`src/rtl/spi_frame_if.sv`:
```
// Byte-stream / measurement-buffer bundle for the SPI frame controller.
// master: the side feeding received bytes and consuming the buffer (solver/bench).
// slave:  the frame controller itself.
interface spi_frame_if #(
    parameter int ADDR_W = 6
);
    logic              byte_valid;
    logic [7:0]        byte_data;
    logic              spi_active;
    logic              frame_ack;
    logic              err_clr;
    logic              buf_we;
    logic [ADDR_W-1:0] buf_addr;
    logic [15:0]       buf_wdata;
    logic              frame_valid;
    logic [ADDR_W:0]   frame_len;
    logic              busy;
    logic [3:0]        err_flags;

    modport master (
        output byte_valid, byte_data, spi_active, frame_ack, err_clr,
        input  buf_we, buf_addr, buf_wdata, frame_valid, frame_len, busy, err_flags
    );

    modport slave (
        input  byte_valid, byte_data, spi_active, frame_ack, err_clr,
        output buf_we, buf_addr, buf_wdata, frame_valid, frame_len, busy, err_flags
    );
endinterface

```
`src/rtl/spi_frame_ctrl.sv`:
```
// SPI frame controller: parses  A5 | N | {hi,lo} x N  byte messages and
// writes the 16-bit samples into a measurement buffer, then holds the
// frame for a downstream solver until acknowledged. Sticky error flags
// record sync, length, abort (chip-select drop) and overrun events.
module spi_frame_ctrl #(
    parameter int MAX_SAMPLES = 64,
    parameter int ADDR_W      = 6
) (
    input logic        clk,
    input logic        rst_n,
    spi_frame_if.slave bus
);

    localparam int         LEN_W     = ADDR_W + 1;
    localparam logic [7:0] SYNC_BYTE = 8'hA5;
    localparam logic [7:0] MAX_LEN_B = 8'(MAX_SAMPLES);

    // Bit positions inside err_flags
    localparam int ERR_SYNC    = 0;
    localparam int ERR_LEN     = 1;
    localparam int ERR_ABORT   = 2;
    localparam int ERR_OVERRUN = 3;

    typedef enum logic [2:0] {
        IDLE    = 3'd0,
        HDR     = 3'd1,
        DATA_HI = 3'd2,
        DATA_LO = 3'd3,
        DONE    = 3'd4
    } state_t;

    state_t            state_q, state_d;
    logic [LEN_W-1:0]  cnt_q, cnt_d;
    logic [7:0]        hi_q, hi_d;
    logic [LEN_W-1:0]  frame_len_q, frame_len_d;
    logic              buf_we_q, buf_we_d;
    logic [ADDR_W-1:0] buf_addr_q, buf_addr_d;
    logic [15:0]       buf_wdata_q, buf_wdata_d;
    logic              frame_valid_q, frame_valid_d;
    logic              busy_q, busy_d;
    logic [3:0]        err_flags_q, err_flags_d;
    logic [3:0]        err_set;
    logic [LEN_W-1:0]  cnt_inc;

    // A length byte is acceptable when it names 1..MAX_SAMPLES samples.
    function automatic logic hdr_len_ok(input logic [7:0] b);
        return (b != 8'd0) && (b <= MAX_LEN_B);
    endfunction

    assign cnt_inc = cnt_q + LEN_W'(1);

    // Next-state, buffer-write and error-event decode
    always_comb begin
        state_d       = state_q;
        cnt_d         = cnt_q;
        hi_d          = hi_q;
        frame_len_d   = frame_len_q;
        buf_we_d      = 1'b0;
        buf_addr_d    = buf_addr_q;
        buf_wdata_d   = buf_wdata_q;
        frame_valid_d = 1'b0;
        err_set       = 4'b0000;

        case (state_q)
            IDLE: begin
                // spi_active is deliberately not looked at here
                if (bus.byte_valid) begin
                    if (bus.byte_data == SYNC_BYTE) begin
                        state_d = HDR;
                    end else begin
                        err_set[ERR_SYNC] = 1'b1;
                    end
                end
            end

            HDR: begin
                // A dropped chip-select wins over a byte in the same cycle
                if (!bus.spi_active) begin
                    err_set[ERR_ABORT] = 1'b1;
                    state_d            = IDLE;
                end else if (bus.byte_valid) begin
                    if (hdr_len_ok(bus.byte_data)) begin
                        frame_len_d = LEN_W'(bus.byte_data);
                        cnt_d       = '0;
                        state_d     = DATA_HI;
                    end else begin
                        err_set[ERR_LEN] = 1'b1;
                        state_d          = IDLE;
                    end
                end
            end

            DATA_HI: begin
                if (!bus.spi_active) begin
                    err_set[ERR_ABORT] = 1'b1;
                    state_d            = IDLE;
                end else if (bus.byte_valid) begin
                    hi_d    = bus.byte_data;
                    state_d = DATA_LO;
                end
            end

            DATA_LO: begin
                if (!bus.spi_active) begin
                    err_set[ERR_ABORT] = 1'b1;
                    state_d            = IDLE;
                end else if (bus.byte_valid) begin
                    // The bound check keeps the address inside the frame even
                    // if the counter were ever corrupted; it cannot wrap.
                    if (cnt_q < frame_len_q) begin
                        buf_we_d    = 1'b1;
                        buf_addr_d  = cnt_q[ADDR_W-1:0];
                        buf_wdata_d = {hi_q, bus.byte_data};
                        cnt_d       = cnt_inc;
                    end
                    if (cnt_inc >= frame_len_q) begin
                        state_d = DONE;
                    end else begin
                        state_d = DATA_HI;
                    end
                end
            end

            DONE: begin
                // Bytes arriving while the frame is held are dropped, even
                // when the acknowledge lands in the same cycle.
                if (bus.byte_valid) begin
                    err_set[ERR_OVERRUN] = 1'b1;
                end
                if (bus.frame_ack) begin
                    state_d = IDLE;
                end else begin
                    frame_valid_d = 1'b1;
                end
            end

            default: begin
                state_d = IDLE;
            end
        endcase

        // Clear first, then OR in this cycle's events so a coincident event survives
        err_flags_d = (bus.err_clr ? 4'b0000 : err_flags_q) | err_set;
        busy_d      = (state_d != IDLE);
    end

    // State and registered outputs, synchronous active-low reset
    always_ff @(posedge clk) begin
        if (!rst_n) begin
            state_q       <= IDLE;
            cnt_q         <= '0;
            hi_q          <= '0;
            frame_len_q   <= '0;
            buf_we_q      <= 1'b0;
            buf_addr_q    <= '0;
            buf_wdata_q   <= '0;
            frame_valid_q <= 1'b0;
            busy_q        <= 1'b0;
            err_flags_q   <= '0;
        end else begin
            state_q       <= state_d;
            cnt_q         <= cnt_d;
            hi_q          <= hi_d;
            frame_len_q   <= frame_len_d;
            buf_we_q      <= buf_we_d;
            buf_addr_q    <= buf_addr_d;
            buf_wdata_q   <= buf_wdata_d;
            frame_valid_q <= frame_valid_d;
            busy_q        <= busy_d;
            err_flags_q   <= err_flags_d;
        end
    end

    assign bus.buf_we      = buf_we_q;
    assign bus.buf_addr    = buf_addr_q;
    assign bus.buf_wdata   = buf_wdata_q;
    assign bus.frame_valid = frame_valid_q;
    assign bus.frame_len   = frame_len_q;
    assign bus.busy        = busy_q;
    assign bus.err_flags   = err_flags_q;

endmodule
```
`src/flat_wrapper.sv`:
```
// flat-port wrapper written by rule: the top's interface ports become plain ports
module spi_frame_ctrl_flat 
#(
    parameter int MAX_SAMPLES = 64,
    parameter int ADDR_W      = 6
)
  (clk, rst_n, bus_byte_valid, bus_byte_data, bus_spi_active, bus_frame_ack, bus_err_clr, bus_buf_we, bus_buf_addr, bus_buf_wdata, bus_frame_valid, bus_frame_len, bus_busy, bus_err_flags);
  spi_frame_if #(.ADDR_W(ADDR_W)) bus_i ();
  input logic clk;
  input logic rst_n;
  input wire logic [$bits(bus_i.byte_valid)-1:0] bus_byte_valid;
  input wire logic [$bits(bus_i.byte_data)-1:0] bus_byte_data;
  input wire logic [$bits(bus_i.spi_active)-1:0] bus_spi_active;
  input wire logic [$bits(bus_i.frame_ack)-1:0] bus_frame_ack;
  input wire logic [$bits(bus_i.err_clr)-1:0] bus_err_clr;
  output wire logic [$bits(bus_i.buf_we)-1:0] bus_buf_we;
  output wire logic [$bits(bus_i.buf_addr)-1:0] bus_buf_addr;
  output wire logic [$bits(bus_i.buf_wdata)-1:0] bus_buf_wdata;
  output wire logic [$bits(bus_i.frame_valid)-1:0] bus_frame_valid;
  output wire logic [$bits(bus_i.frame_len)-1:0] bus_frame_len;
  output wire logic [$bits(bus_i.busy)-1:0] bus_busy;
  output wire logic [$bits(bus_i.err_flags)-1:0] bus_err_flags;
  assign bus_i.byte_valid = bus_byte_valid;
  assign bus_i.byte_data = bus_byte_data;
  assign bus_i.spi_active = bus_spi_active;
  assign bus_i.frame_ack = bus_frame_ack;
  assign bus_i.err_clr = bus_err_clr;
  assign bus_buf_we = bus_i.buf_we;
  assign bus_buf_addr = bus_i.buf_addr;
  assign bus_buf_wdata = bus_i.buf_wdata;
  assign bus_frame_valid = bus_i.frame_valid;
  assign bus_frame_len = bus_i.frame_len;
  assign bus_busy = bus_i.busy;
  assign bus_err_flags = bus_i.err_flags;
  spi_frame_ctrl #(.MAX_SAMPLES(MAX_SAMPLES), .ADDR_W(ADDR_W)) u_core (.clk(clk), .rst_n(rst_n), .bus(bus_i));
endmodule
```
`config.mk`:
```
export PLATFORM = sky130hd
export DESIGN_NAME = spi_frame_ctrl_flat
export DESIGN_NICKNAME = d
export VERILOG_FILES = /design/src/rtl/spi_frame_if.sv /design/src/rtl/spi_frame_ctrl.sv /design/src/flat_wrapper.sv
export SDC_FILE = /design/constraint.sdc
export NUM_CORES = 1
export LEC_CHECK = 0
export BUFFER_PORTS_ARGS = -buffer_cell sky130_fd_sc_hd__buf_2
export CAP_MARGIN = 10
export CORE_AREA = 3 3 73 82
export CTS_BUF_LIST = sky130_fd_sc_hd__clkbuf_2 sky130_fd_sc_hd__clkbuf_4 sky130_fd_sc_hd__clkbuf_8
export CTS_CLUSTER_SIZE = 30
export DETAILED_ROUTE_END_ITERATION = 12
export DIE_AREA = 0 0 76 85
export HOLD_SLACK_MARGIN = 0.02
export PLACE_DENSITY = 0.83
export SYNTH_ARGS = -nofsm -noshare
export SYNTH_HDL_FRONTEND = slang
export SYNTH_SLANG_ARGS = --single-unit
```
`constraint.sdc`:
```
create_clock -name clk -period 2.6 [get_ports clk]
set_input_delay 0.13 -clock clk [delete_from_list [all_inputs] [get_ports clk]]
set_output_delay 0.13 -clock clk [all_outputs]
set_load 0.1 [all_outputs]
```
==> results of run 1 <==
-- sequential cells by signal (all words and copies together), names as in the netlist --
signal and cells:
u_core.hi_q 8, u_core.bus.buf_addr 6, u_core.cnt_q 7, u_core.bus.buf_we 1, u_core.bus.buf_wdata 16, u_core.bus.frame_valid 1
u_core.bus.err_flags 4, u_core.state_q 3, u_core.bus.busy 1, u_core.bus.frame_len 7
-- critical path: cells and delay by family (launching register included) --
kind            cells  cell delay (ns)
fa+ha+maj           2             0.52
xor+xnor            1             0.21
simple gates        4             0.79
flops               1             0.45
compound gates      2             0.29
-- cell families (layout without fill, tap and decap cells) --
kind of cell,after synthesis,after routing,share of synthesized area
and+or+nand+nor,111,111,0.2077
DFF,54,54,0.4024
AOI/OAI and AO/OA,40,40,0.1146
muxes,38,38,0.1416
buffers and inverters,23,70,0.05077
adders and majority gates,15,15,0.06986
xor gates and xnor gates,4,4,0.01304
-- per-layer routing --
layer / up-vias / routed length [µm] / GRT usage
met5: - / 0 / 0
met4: 0 / 39 / 0.04283
met3: 5 / 187 / 0.03291
met2: 38 / 2824 / 0.3081
met1: 1026 / 2541 / 0.2292
li1: 1076 / - / -
-- through the flow --
step / area [µm²] / hold WS (ns) / cells / power (µW) / utilization
final: 3040 / 0.09811 / 407 / 1354 / 0.5747
after global routing: 3040 / 0.1096 / 407 / 1405 / 0.5747
after CTS: 3040 / 0.09841 / 407 / 1364 / 0.5747
after detailed placement: 2947 / 0.3330 / 399 / 912.0 / 0.5570
after global placement: 2947 / 0.3336 / 399 / 911.5 / 0.5570
after floorplan: 2688 / 0.2162 / 285 / 886.0 / -
-- power by group --
part | total, µW | internal, µW | switching (µW) | leakage, µW
clock network | 460 | 196 | 264 | 0.0000407
registers | 828 | 827 | 0.510 | 0.000435
logic | 65.5 | 20.0 | 45.5 | 0.000787
total | 1350 | 1040 | 310 | 0.00126
-- layout make-up --
class,count,area share
timing repair buffer,52,0.08889
inverter,11,0.01358
tap,75,0.03086
multi-input combinational,208,0.4831
clock inverter,1,0.002469
sequential,54,0.3560
clock buffer,6,0.02510
-- layout by cell type (no fill, tap or decap), types with 2 or more instances in the layout --
cell type   n
dfxtp_1    53
nor3b_1     3
mux2i_1    38
xnor2_1     3
and3_1      4
o31ai_1     3
a21oi_1     3
or2_2       2
o211ai_1    3
buf_2      49
nand2_1    52
o21a_1      4
inv_1      11
ha_1       15
clkbuf_8    5
a31oi_1     2
nand3_1     6
nor3_1      5
buf_4       2
o21ai_0     8
nor2b_1    22
nor2_1      7
nand4_1     4
a211oi_1    2
a21o_1      2
-- final timing paths --
kind / from / endpoint / slack, ns
hold / removal: bus_byte_data[7] / u_core.bus.buf_wdata[7] / 0.1
hold reg to reg: u_core.bus.buf_wdata[0] / u_core.bus.buf_wdata[0] / 0.46
setup reg to reg: u_core.cnt_q[0] / u_core.state_q[2] / 0.24
setup / recovery: u_core.cnt_q[0] / u_core.state_q[2] / 0.24
==> run summary, run 1 <==
status - finished clean
Die Span X - 76 µm
H-tree depth - 2
synthesized flop and latch total - 54
leakage - 0.001263 µW
First-pass DRT Iterations - 4
Ports - 50
core box area - 0.005290 mm²
area of the multi-input gates - 0.001469 mm²
area delta synth->final - 13.18%
Hold Path Class - in2reg
post-DP HPWL - 4133 µm
register area - 0.001082 mm²
fillers - 510
Detailed Route WL - 5592 µm
WP data required - 2.80 ns
Mapped Cells - 285
drt via density - 5.270
RSZ-0062 raised after global routing - no
CTS tree - done
ys flop type - dfxtp_1
post-route setup slack - 0.2399 ns
Post-Syn Area - 0.002686 mm²
Post-CTS Resized - 0
Synth area leader - dfxtp_1
Vias - 2,145
final global-route overflow total - 0
clock root buffer - clkbuf_8
Clock Skews - 0.007878 ns
GRT Util Overall - 0.1772
vias in the first global route - 2,044
Synth warnings - 0
Peak Freq - 423.7 MHz
clock latency reported for the late side of the worst-skew pair - 0.30 ns
crit path max fanout - 6
Synth top area share - 0.4024
setup slack at placement - 0.2773 ns
initial core utilization - 0.5078
antenna-violating nets left - 0
P per Cell Area - 445.2 mW/mm²
clock-pin slew on the worst setup and hold paths - 0.10 ns
Crit-path slowest cell - dfxtp_1
net count of the mapped netlist - 314
Area contributors post-synth - dfxtp_1 (40%), mux2i_1 (14%), nand2_1 (7.3%)
R2R cell count - 9
worst-path cell chain - ha_1, nand3_1, nor2_1, xor2_1, ha_1, and3_1, a21oi_1, a311oi_1, or2_2
initial antenna violation count - 0
DR DRC count - 0
Inserted Diodes - 0
cell with the most instances after synthesis - dfxtp_1
sequential share of the synthesized area - 0.4024
largest net degree at the start of global routing - 40
Longest Clk Path Bufs - 2
final cycle utilization of the critical path - 0.9077
synth unique cells - 45
CP Capture Type - register
CP Launch Type - register
num rows - 28
Commonest cells post-synth - dfxtp_1 (54), nand2_1 (52), mux2i_1 (38), nor2b_1 (22), ha_1 (15)
Slew Viols, Final - 0
Sink Count - 54
Avg Cell Area, Syn - 9.426 µm²
Max-slew headroom - 0.5961
TNS Setup - 0 ns
initial drt markers - 194
TritonCTS Buffers - 5
die area - 0.006460 mm²
final setup vio count - 0
cts hold-fix bufs - 1
Period minus WS final - 2.360 ns
MaxCap Viol Count - 0
first-pass GRT wire length - 9570 µm
Worst-Margin Slew - 0.6058 ns
die extent in y - 85 µm
CP peak stage delay - 0.45 ns
PortBufs - 49
Most common cell on crit path - ha_1
ratio of cells with drive above 1 in the final layout - 0.2108
crit path kind - reg2reg
# Post-CTS Setup Buffers - 0
nets - 361
worst hold stages - 3
Peak supply drop - 279.5 µV
GPL Wtd Cong - 0.8486
routed len/inst - 13.74 µm
Synth async-reset ratio - 0
Final Hold Viols - 0
Critical Path AT - 2.56 ns
number of synthesized flops with an enable pin - 0
Note: power is estimated with default switching activity, not from simulation.
==> inputs of run 2 (changes only) <==
--- a/config.mk
+++ b/config.mk
@@ -7,13 +7,15 @@
 export LEC_CHECK = 0
 export BUFFER_PORTS_ARGS = -buffer_cell sky130_fd_sc_hd__buf_2
 export CAP_MARGIN = 10
-export CORE_AREA = 3 3 73 82
+export CELL_PAD_IN_SITES_DETAIL_PLACEMENT = 1
+export CELL_PAD_IN_SITES_GLOBAL_PLACEMENT = 1
+export CORE_AREA = 3 3 79 88
 export CTS_BUF_LIST = sky130_fd_sc_hd__clkbuf_2 sky130_fd_sc_hd__clkbuf_4 sky130_fd_sc_hd__clkbuf_8
 export CTS_CLUSTER_SIZE = 30
 export DETAILED_ROUTE_END_ITERATION = 12
-export DIE_AREA = 0 0 76 85
+export DIE_AREA = 0 0 82 91
 export HOLD_SLACK_MARGIN = 0.02
-export PLACE_DENSITY = 0.83
+export PLACE_DENSITY = 0.9
 export SYNTH_ARGS = -nofsm -noshare
 export SYNTH_HDL_FRONTEND = slang
 export SYNTH_SLANG_ARGS = --single-unit
==> run 2 against run 1 <==
  * Power up 5.5%
  * Combinational power up 3%
  * Critical path depth unchanged
  * Core utilization down 7.6 points
  * Setup slack better by 0.016 ns
  * Cell count up 1.5%
  * Maximum frequency up 0.68%
==> run summary, run 2 (synthesis results as in run 1) <==
nets - 361 (unchanged)
Net Sw Frac - 0.2349 (+0.005592)
Sink Count - 54 (unchanged)
antenna-violating nets left - 0 (unchanged)
CP Launch Type - register
post-DP HPWL - 5065 µm (+23%)
Sw Pwr - 335.4 µW (+8.1%)
RSZ-0062 raised after global routing - no
Peak supply drop - 336.0 µV (+20%)
initial antenna violation count - 0 (unchanged)
DR DRC count - 0 (unchanged)
Most common cell on crit path - ha_1
TritonCTS Buffers - 5 (unchanged)
Final Util - 0.4984 (-0.07637)
worst min-delay path endpoint - u_core.bus.buf_wdata[7]
area delta synth->final - 14.21%
H-tree depth - 2 (unchanged)
MaxCap Viol Count - 0 (unchanged)
Final Non-Filler Cells - 413 (+1.5%)
GRT Util Overall - 0.1941 (+0.01686)
routed len/inst - 16.59 µm (+21%)
# Post-CTS Setup Buffers - 0 (unchanged)
GPL Wtd Cong - 0.8191 (-3.5%)
Peak Freq - 426.6 MHz (+0.68%)
Period minus WS final - 2.344 ns (-0.01586 ns)
num rows - 30 (+7.1%)
worst-path cell chain - ha_1, nand3_1, nor2_1, xor2_1, ha_1, and3_1, a21oi_1, a311oi_1, or2_2
CP Capture Type - register
CP peak stage delay - 0.43 ns (-0.02 ns)
Detailed Route WL - 6851 µm (+23%)
R2R cell count - 9 (unchanged)
Longest Clk Path Bufs - 2 (unchanged)
clock latency reported for the late side of the worst-skew pair - 0.31 ns (about the same)
First-pass DRT Iterations - 4 (unchanged)
Final Hold Viols - 0 (unchanged)
CP top delay family - simple AND/OR/NAND/NOR gates
die extent in y - 91 µm (+7.1%)
Die Span X - 82 µm (+7.9%)
CTS tree - done
Crit-path slowest cell - dfxtp_1
TNS Setup - 0 ns (unchanged)
crit path buf inv count - 0 (unchanged)
reg-to-reg critical path startpoint - u_core.cnt_q[0]
Max-slew headroom - 0.6671 (+0.07102)
crit path kind - reg2reg
Gate power share - 0.047 (about the same)
WP data required - 2.81 ns (about the same)
status - finished clean
crit path max fanout - 6 (unchanged)
Clock power frac - 0.373 (+0.033)
ratio of cells with drive above 1 in the final layout - 0.2132 (+0.002370)
most frequent cells in the layout - dfxtp_1 (53), nand2_1 (52), buf_2 (49)
P per Cell Area - 465.4 mW/mm² (+4.5%)
largest net degree at the start of global routing - 51 (+28%)
PortBufs - 49 (unchanged)
clock root buffer - clkbuf_8
Inserted Diodes - 0 (unchanged)
most common library cell in the layout ignoring fill and taps - dfxtp_1
vias in the first global route - 2,343 (+15%)
Ports - 50 (unchanged)
worst hold stages - 3 (unchanged)
final global-route overflow total - 0 (unchanged)
Hold Path Class - in2reg
Post-DP Area - 0.002953 mm² (+0.21%)
internal power - 1092 µW (+4.7%)
initial drt markers - 94 (-52%)
min-delay src - bus_byte_data[7]
DP Cell Count - 404 (+1.3%)
leakage - 0.001277 µW (+1.1%)
first-pass GRT wire length - 11,470 µm (+20%)
final setup vio count - 0 (unchanged)
Largest register FFs - 16 (unchanged)
Post-CTS Resized - 0 (unchanged)
clock-pin slew on the worst setup and hold paths - 0.11 ns (about the same)
core box area - 0.006156 mm² (+16%)
die area - 0.007462 mm² (+16%)
Worst-Margin Slew - 0.5028 ns (-0.1031 ns)
Slew Viols, Final - 0 (unchanged)
final cycle utilization of the critical path - 0.9016 (-0.006100)
initial core utilization - 0.4364 (-0.07142)
r2r setup slk - 0.26 ns (+0.02 ns)
Vias - 2,203 (+2.7%)
Final Instance Area - 0.003068 mm² (+0.91%)
R2R Path End - u_core.state_q[2]
Clock Skews - 0.008982 ns (+0.001104 ns)
Critical Path AT - 2.56 ns (about the same)
sequential power share - 0.580 (-0.032)
drt via density - 5.334 (+1.2%)
-- run 2: cell count changes in the layout (fill, tap and decap cells not counted), sizes merged --
cell | before | now
clkinv | 0 | 1
clkinvlp | 1 | 0
clkbuf | 6 | 7
-- run 2: repair_timing --
action / CTS / global route
hold buffers: 1 / 0
endpoints found under the hold margin: 1 / 0
setup endpoints to repair: 0 / 0
-- run 2: how the worst max path moves through the flow --
stage	slack [ns]	cells past startpoint	to	start
2_1_floorplan	0.08	9	u_core.bus.buf_addr[0]	u_core.bus.frame_len[2]
4_1_cts	0.27	9	u_core.state_q[2]	u_core.cnt_q[0]
3_5_place_dp	0.28	9	u_core.state_q[2]	u_core.cnt_q[0]
6_report	0.26	9	u_core.state_q[2]	u_core.cnt_q[0]
5_1_grt	0.07	9	u_core.state_q[2]	u_core.cnt_q[0]
3_3_place_gp	0.41	9	u_core.state_q[2]	u_core.cnt_q[0]
-- run 2: worst register-to-register path, cell delays in order (launching register included) --
cell and delay [ns]:
dfxtp_1 0.43, ha_1 0.21, nand3_1 0.17, nor2_1 0.17, xor2_1 0.23, ha_1 0.28
and3_1 0.19, a21oi_1 0.20, a311oi_1 0.11, or2_2 0.28
-- run 2: area by class of cell --
cell class | count | area, µm²
fillers | 762 | 3088
inverters | 11 | 41.29
repair buffers | 52 | 270.3
clock inverters | 1 | 8.758
flip-flops and latches | 54 | 1082
multi-input cells | 208 | 1469
clock buffers | 7 | 96.34
well taps | 80 | 100.1
-- run 2: metrics by stage --
stage	power, µW	setup WS (ns)	hold slack (ns)
4_1_cts	1432	0.2679	0.09765
2_1_floorplan	886.0	0.07765	0.2162
3_5_place_dp	913.4	0.2769	0.3353
6_report	1428	0.2558	0.09462
3_3_place_gp	911.9	0.4141	0.3337
5_1_grt	1477	0.07362	0.1187
-- run 2: routing by layer --
layer  vias to the layer above  track usage  wire length [µm]
li1                       1083            -                 -
met5                         -            0                 0
met3                        19      0.03770               303
met2                        59       0.3221              3438
met4                         0      0.07618               187
met1                      1042       0.2423              2923
-- run 2: power by group through the flow --
stage          sequential [µW]  clock, µW  combinational, µW
2_1_floorplan              855          0               31.1
3_3_place_gp               847          0               64.7
3_5_place_dp               847          0               66.2
4_1_cts                    828        536               67.7
5_1_grt                    828        574               74.7
6_report                   828        532               67.4
==> inputs of run 3 (changes only) <==
--- a/config.mk
+++ b/config.mk
@@ -5,17 +5,18 @@
 export SDC_FILE = /design/constraint.sdc
 export NUM_CORES = 1
 export LEC_CHECK = 0
+export ABC_AREA = 1
 export BUFFER_PORTS_ARGS = -buffer_cell sky130_fd_sc_hd__buf_2
 export CAP_MARGIN = 10
 export CELL_PAD_IN_SITES_DETAIL_PLACEMENT = 1
 export CELL_PAD_IN_SITES_GLOBAL_PLACEMENT = 1
-export CORE_AREA = 3 3 79 88
+export CORE_AREA = 3 3 80 90
 export CTS_BUF_LIST = sky130_fd_sc_hd__clkbuf_2 sky130_fd_sc_hd__clkbuf_4 sky130_fd_sc_hd__clkbuf_8
 export CTS_CLUSTER_SIZE = 30
 export DETAILED_ROUTE_END_ITERATION = 12
-export DIE_AREA = 0 0 82 91
+export DIE_AREA = 0 0 83 93
 export HOLD_SLACK_MARGIN = 0.02
-export PLACE_DENSITY = 0.9
+export PLACE_DENSITY_LB_ADDON = 0.1
 export SYNTH_ARGS = -nofsm -noshare
 export SYNTH_HDL_FRONTEND = slang
 export SYNTH_SLANG_ARGS = --single-unit
==> run 3 against run 2 <==
  * Non-clock buffer count increased by 1
  * Register-to-register slack better by 0.18 ns
  * Combinational power is 0.9% higher
  * Clock power grew 8.3%
  * Via count up 8.0%
  * Sequential cell count unchanged
  * Maximum frequency up 8.4%
  * Cell count up 17%
  * Sequential power barely moved
  * Synthesized area shrank 5.9%
  * Sequential share of layout area up 1.4 points
  * Worst hold slack improved by 0.036 ns
  * Critical endpoint is now u_core.bus.busy
  * Largest cell class unchanged
==> run summary, run 3 <==
Critical Path AT - 2.36 ns (-0.20 ns)
GRT Util Overall - 0.1822 (-0.01187)
ratio of cells with drive above 1 in the final layout - 0.1775 (-0.03571)
nets - 428 (+19%)
reg-to-reg critical path startpoint - u_core.cnt_q[0]
num rows - 31 (+3.3%)
Detailed Route WL - 6780 µm (-1.0%)
min-delay src - bus_err_clr
Final Util - 0.4580 (-0.04035)
sequential share of the synthesized area - 0.4275 (+0.02509)
Post-CTS Resized - 0 (unchanged)
worst min-delay path endpoint - u_core.bus.err_flags[2]
Clock power frac - 0.391 (+0.018)
clock root buffer - clkbuf_8
net count of the mapped netlist - 383 (+22%)
most frequent cells in the layout - nor2_1 (68), nand2_1 (62), dfxtp_1 (54)
Final Hold Viols - 0 (unchanged)
drt via density - 4.938 (-7.4%)
routed len/inst - 14.07 µm (-15%)
DR DRC count - 0 (unchanged)
internal power - 1143 µW (+4.6%)
H-tree depth - 2 (unchanged)
Largest register FFs - 16 (unchanged)
initial core utilization - 0.3927 (-0.04365)
CTS tree - done
R2R Path End - u_core.bus.busy
Hold Path Class - in2reg
Die Span X - 83 µm (+1.2%)
Peak Freq - 462.6 MHz (+8.4%)
CP Capture Type - register
Sink Count - 54 (unchanged)
TritonCTS Buffers - 5 (unchanged)
Vias - 2,380 (+8.0%)
final global-route overflow total - 0 (unchanged)
status - finished clean
area delta synth->final - 16.63%
Synth top area share - 0.4275 (+0.02509)
Peak supply drop - 317.6 µV (-5.5%)
Post-Syn Area - 0.002529 mm² (-5.9%)
CP Launch Type - register
PortBufs - 49 (unchanged)
ys flop type - dfxtp_1
Period minus WS final - 2.162 ns (-0.1823 ns)
Mapped Cells - 354 (+24%)
vias in the first global route - 2,449 (+4.5%)
worst hold stages - 4 (+1)
Ports - 50 (unchanged)
die extent in y - 93 µm (+2.2%)
WP data required - 2.80 ns (about the same)
die area - 0.007719 mm² (+3.4%)
R2R cell count - 14 (+5)
initial antenna violation count - 0 (unchanged)
Synth async-reset ratio - 0 (unchanged)
Longest Clk Path Bufs - 2 (unchanged)
Gate power share - 0.046 (about the same)
cts hold-fix bufs - 0 (-1)
TNS Setup - 0 ns (unchanged)
MaxCap Viol Count - 0 (unchanged)
Max-slew headroom - 0.6750 (+0.007880)
antenna-violating nets left - 0 (unchanged)
GPL Wtd Cong - 0.8011 (-2.2%)
crit path max fanout - 8 (+2)
sequential power share - 0.563 (-0.017)
Sw Pwr - 328.6 µW (-2.0%)
Synth warnings - 0 (unchanged)
Area contributors post-synth - dfxtp_1 (43%), nor2_1 (10%), nand2_1 (9.2%)
Synth area leader - dfxtp_1
most common library cell in the layout ignoring fill and taps - nor2_1
Slew Viols, Final - 0 (unchanged)
number of synthesized flops with an enable pin - 0 (unchanged)
core box area - 0.006439 mm² (+4.6%)
first-pass GRT wire length - 11,610 µm (+1.3%)
largest net degree at the start of global routing - 31 (-39%)
final setup vio count - 0 (unchanged)
final cycle utilization of the critical path - 0.8315 (-0.07013)
leakage - 0.001482 µW (+16%)
synthesized flop and latch total - 54 (unchanged)
Inserted Diodes - 0 (unchanged)
P per Cell Area - 499.0 mW/mm² (+7.2%)
clock latency reported for the late side of the worst-skew pair - 0.30 ns (about the same)
# Post-CTS Setup Buffers - 0 (unchanged)
synth unique cells - 23 (-49%)
Clock Skews - 0.009064 ns (+0.00008224 ns)
First-pass DRT Iterations - 4 (unchanged)
RSZ-0062 raised after global routing - no
clock-pin slew on the worst setup and hold paths - 0.10 ns (about the same)
Commonest cells post-synth - nor2_1 (68), nand2_1 (62), dfxtp_1 (54), inv_1 (36), a21oi_1 (30)
post-DP HPWL - 5059 µm (-0.11%)
Avg Cell Area, Syn - 7.143 µm² (-24%)
Net Sw Frac - 0.2233 (-0.01157)
Worst-Margin Slew - 0.4868 ns (-0.01599 ns)
crit path kind - reg2reg
initial drt markers - 84 (-11%)
r2r setup slk - 0.44 ns (+0.18 ns)
cell with the most instances after synthesis - nor2_1
[run 3: area by class of cell]
| class | count | area [µm²] |
|---|---|---|
| multi-input combinational | 246 | 1230 |
| clock inverter | 2 | 37.54 |
| timing repair buffer | 53 | 275.3 |
| clock buffer | 6 | 76.32 |
| inverter | 39 | 146.4 |
| sequential | 54 | 1081 |
| tap | 82 | 102.6 |
| fill | 872 | 3490 |
[run 3: metrics by stage]
stage	area, µm²	std cells	hold slack, ns	setup WS [ns]	total power, µW
after CTS	2949	482	0.1243	0.4279	1489
after detailed placement	2835	474	0.4429	0.4463	916.1
after global routing	2949	482	0.1388	0.1979	1527
final	2949	482	0.1309	0.4381	1472
after floorplan	2529	354	0.2779	0.1826	885.0
after global placement	2835	474	0.4483	0.5637	915.5
[run 3: how the worst max path moves through the flow]
stage	from	endpoint	slack, ns	depth (start not counted)
after floorplan	u_core.bus.frame_len[6]	u_core.bus.buf_addr[4]	0.18	13
after global placement	u_core.cnt_q[0]	u_core.bus.busy	0.56	14
after detailed placement	u_core.cnt_q[0]	u_core.bus.busy	0.45	14
after CTS	u_core.cnt_q[0]	u_core.bus.busy	0.43	14
after global routing	u_core.cnt_q[0]	u_core.bus.busy	0.20	13
final	u_core.cnt_q[0]	u_core.bus.busy	0.44	14
[run 3: cells by family (layout without fill, tap and decap cells)]
logic type | count (synthesis) | count (layout) | synth area share
DFF | 54 | 54 | 0.4275
AOI/OAI and AO/OA | 60 | 60 | 0.1197
adders and majority gates | 15 | 15 | 0.07422
buffers and inverters | 54 | 100 | 0.08609
and+or+nand+nor | 170 | 170 | 0.2890
xor gates and xnor gates | 1 | 1 | 0.003464
[run 3: worst max-delay path, cell delays in order (launching register included)]
cell,delay [ns]
dfxtp_1,0.48
ha_1,0.26
nand4_1,0.16
o21ai_0,0.18
nand2_1,0.09
ha_1,0.29
nand2_1,0.07
nor2_1,0.10
nand2_1,0.06
nand2_1,0.07
nand2_1,0.05
nand2_1,0.06
nand2_1,0.06
nand2_1,0.07
nand2_1,0.05
[run 3: layer usage]
metal	vias to the layer above	GRT usage	share of wire
li1	1221	-	-
met1	1130	0.2413	0.48
met2	27	0.3155	0.48
met3	2	0.02819	0.030
met4	0	0.03678	0.0046
met5	-	0	0
[run 3: power by group through the flow]
stage	clock network (µW)	registers [µW]	logic, µW
after floorplan	0	855	30.0
after global placement	0	847	68.2
after detailed placement	0	847	68.7
after CTS	592	828	69.0
after global routing	621	829	77.2
final	576	828	68.0
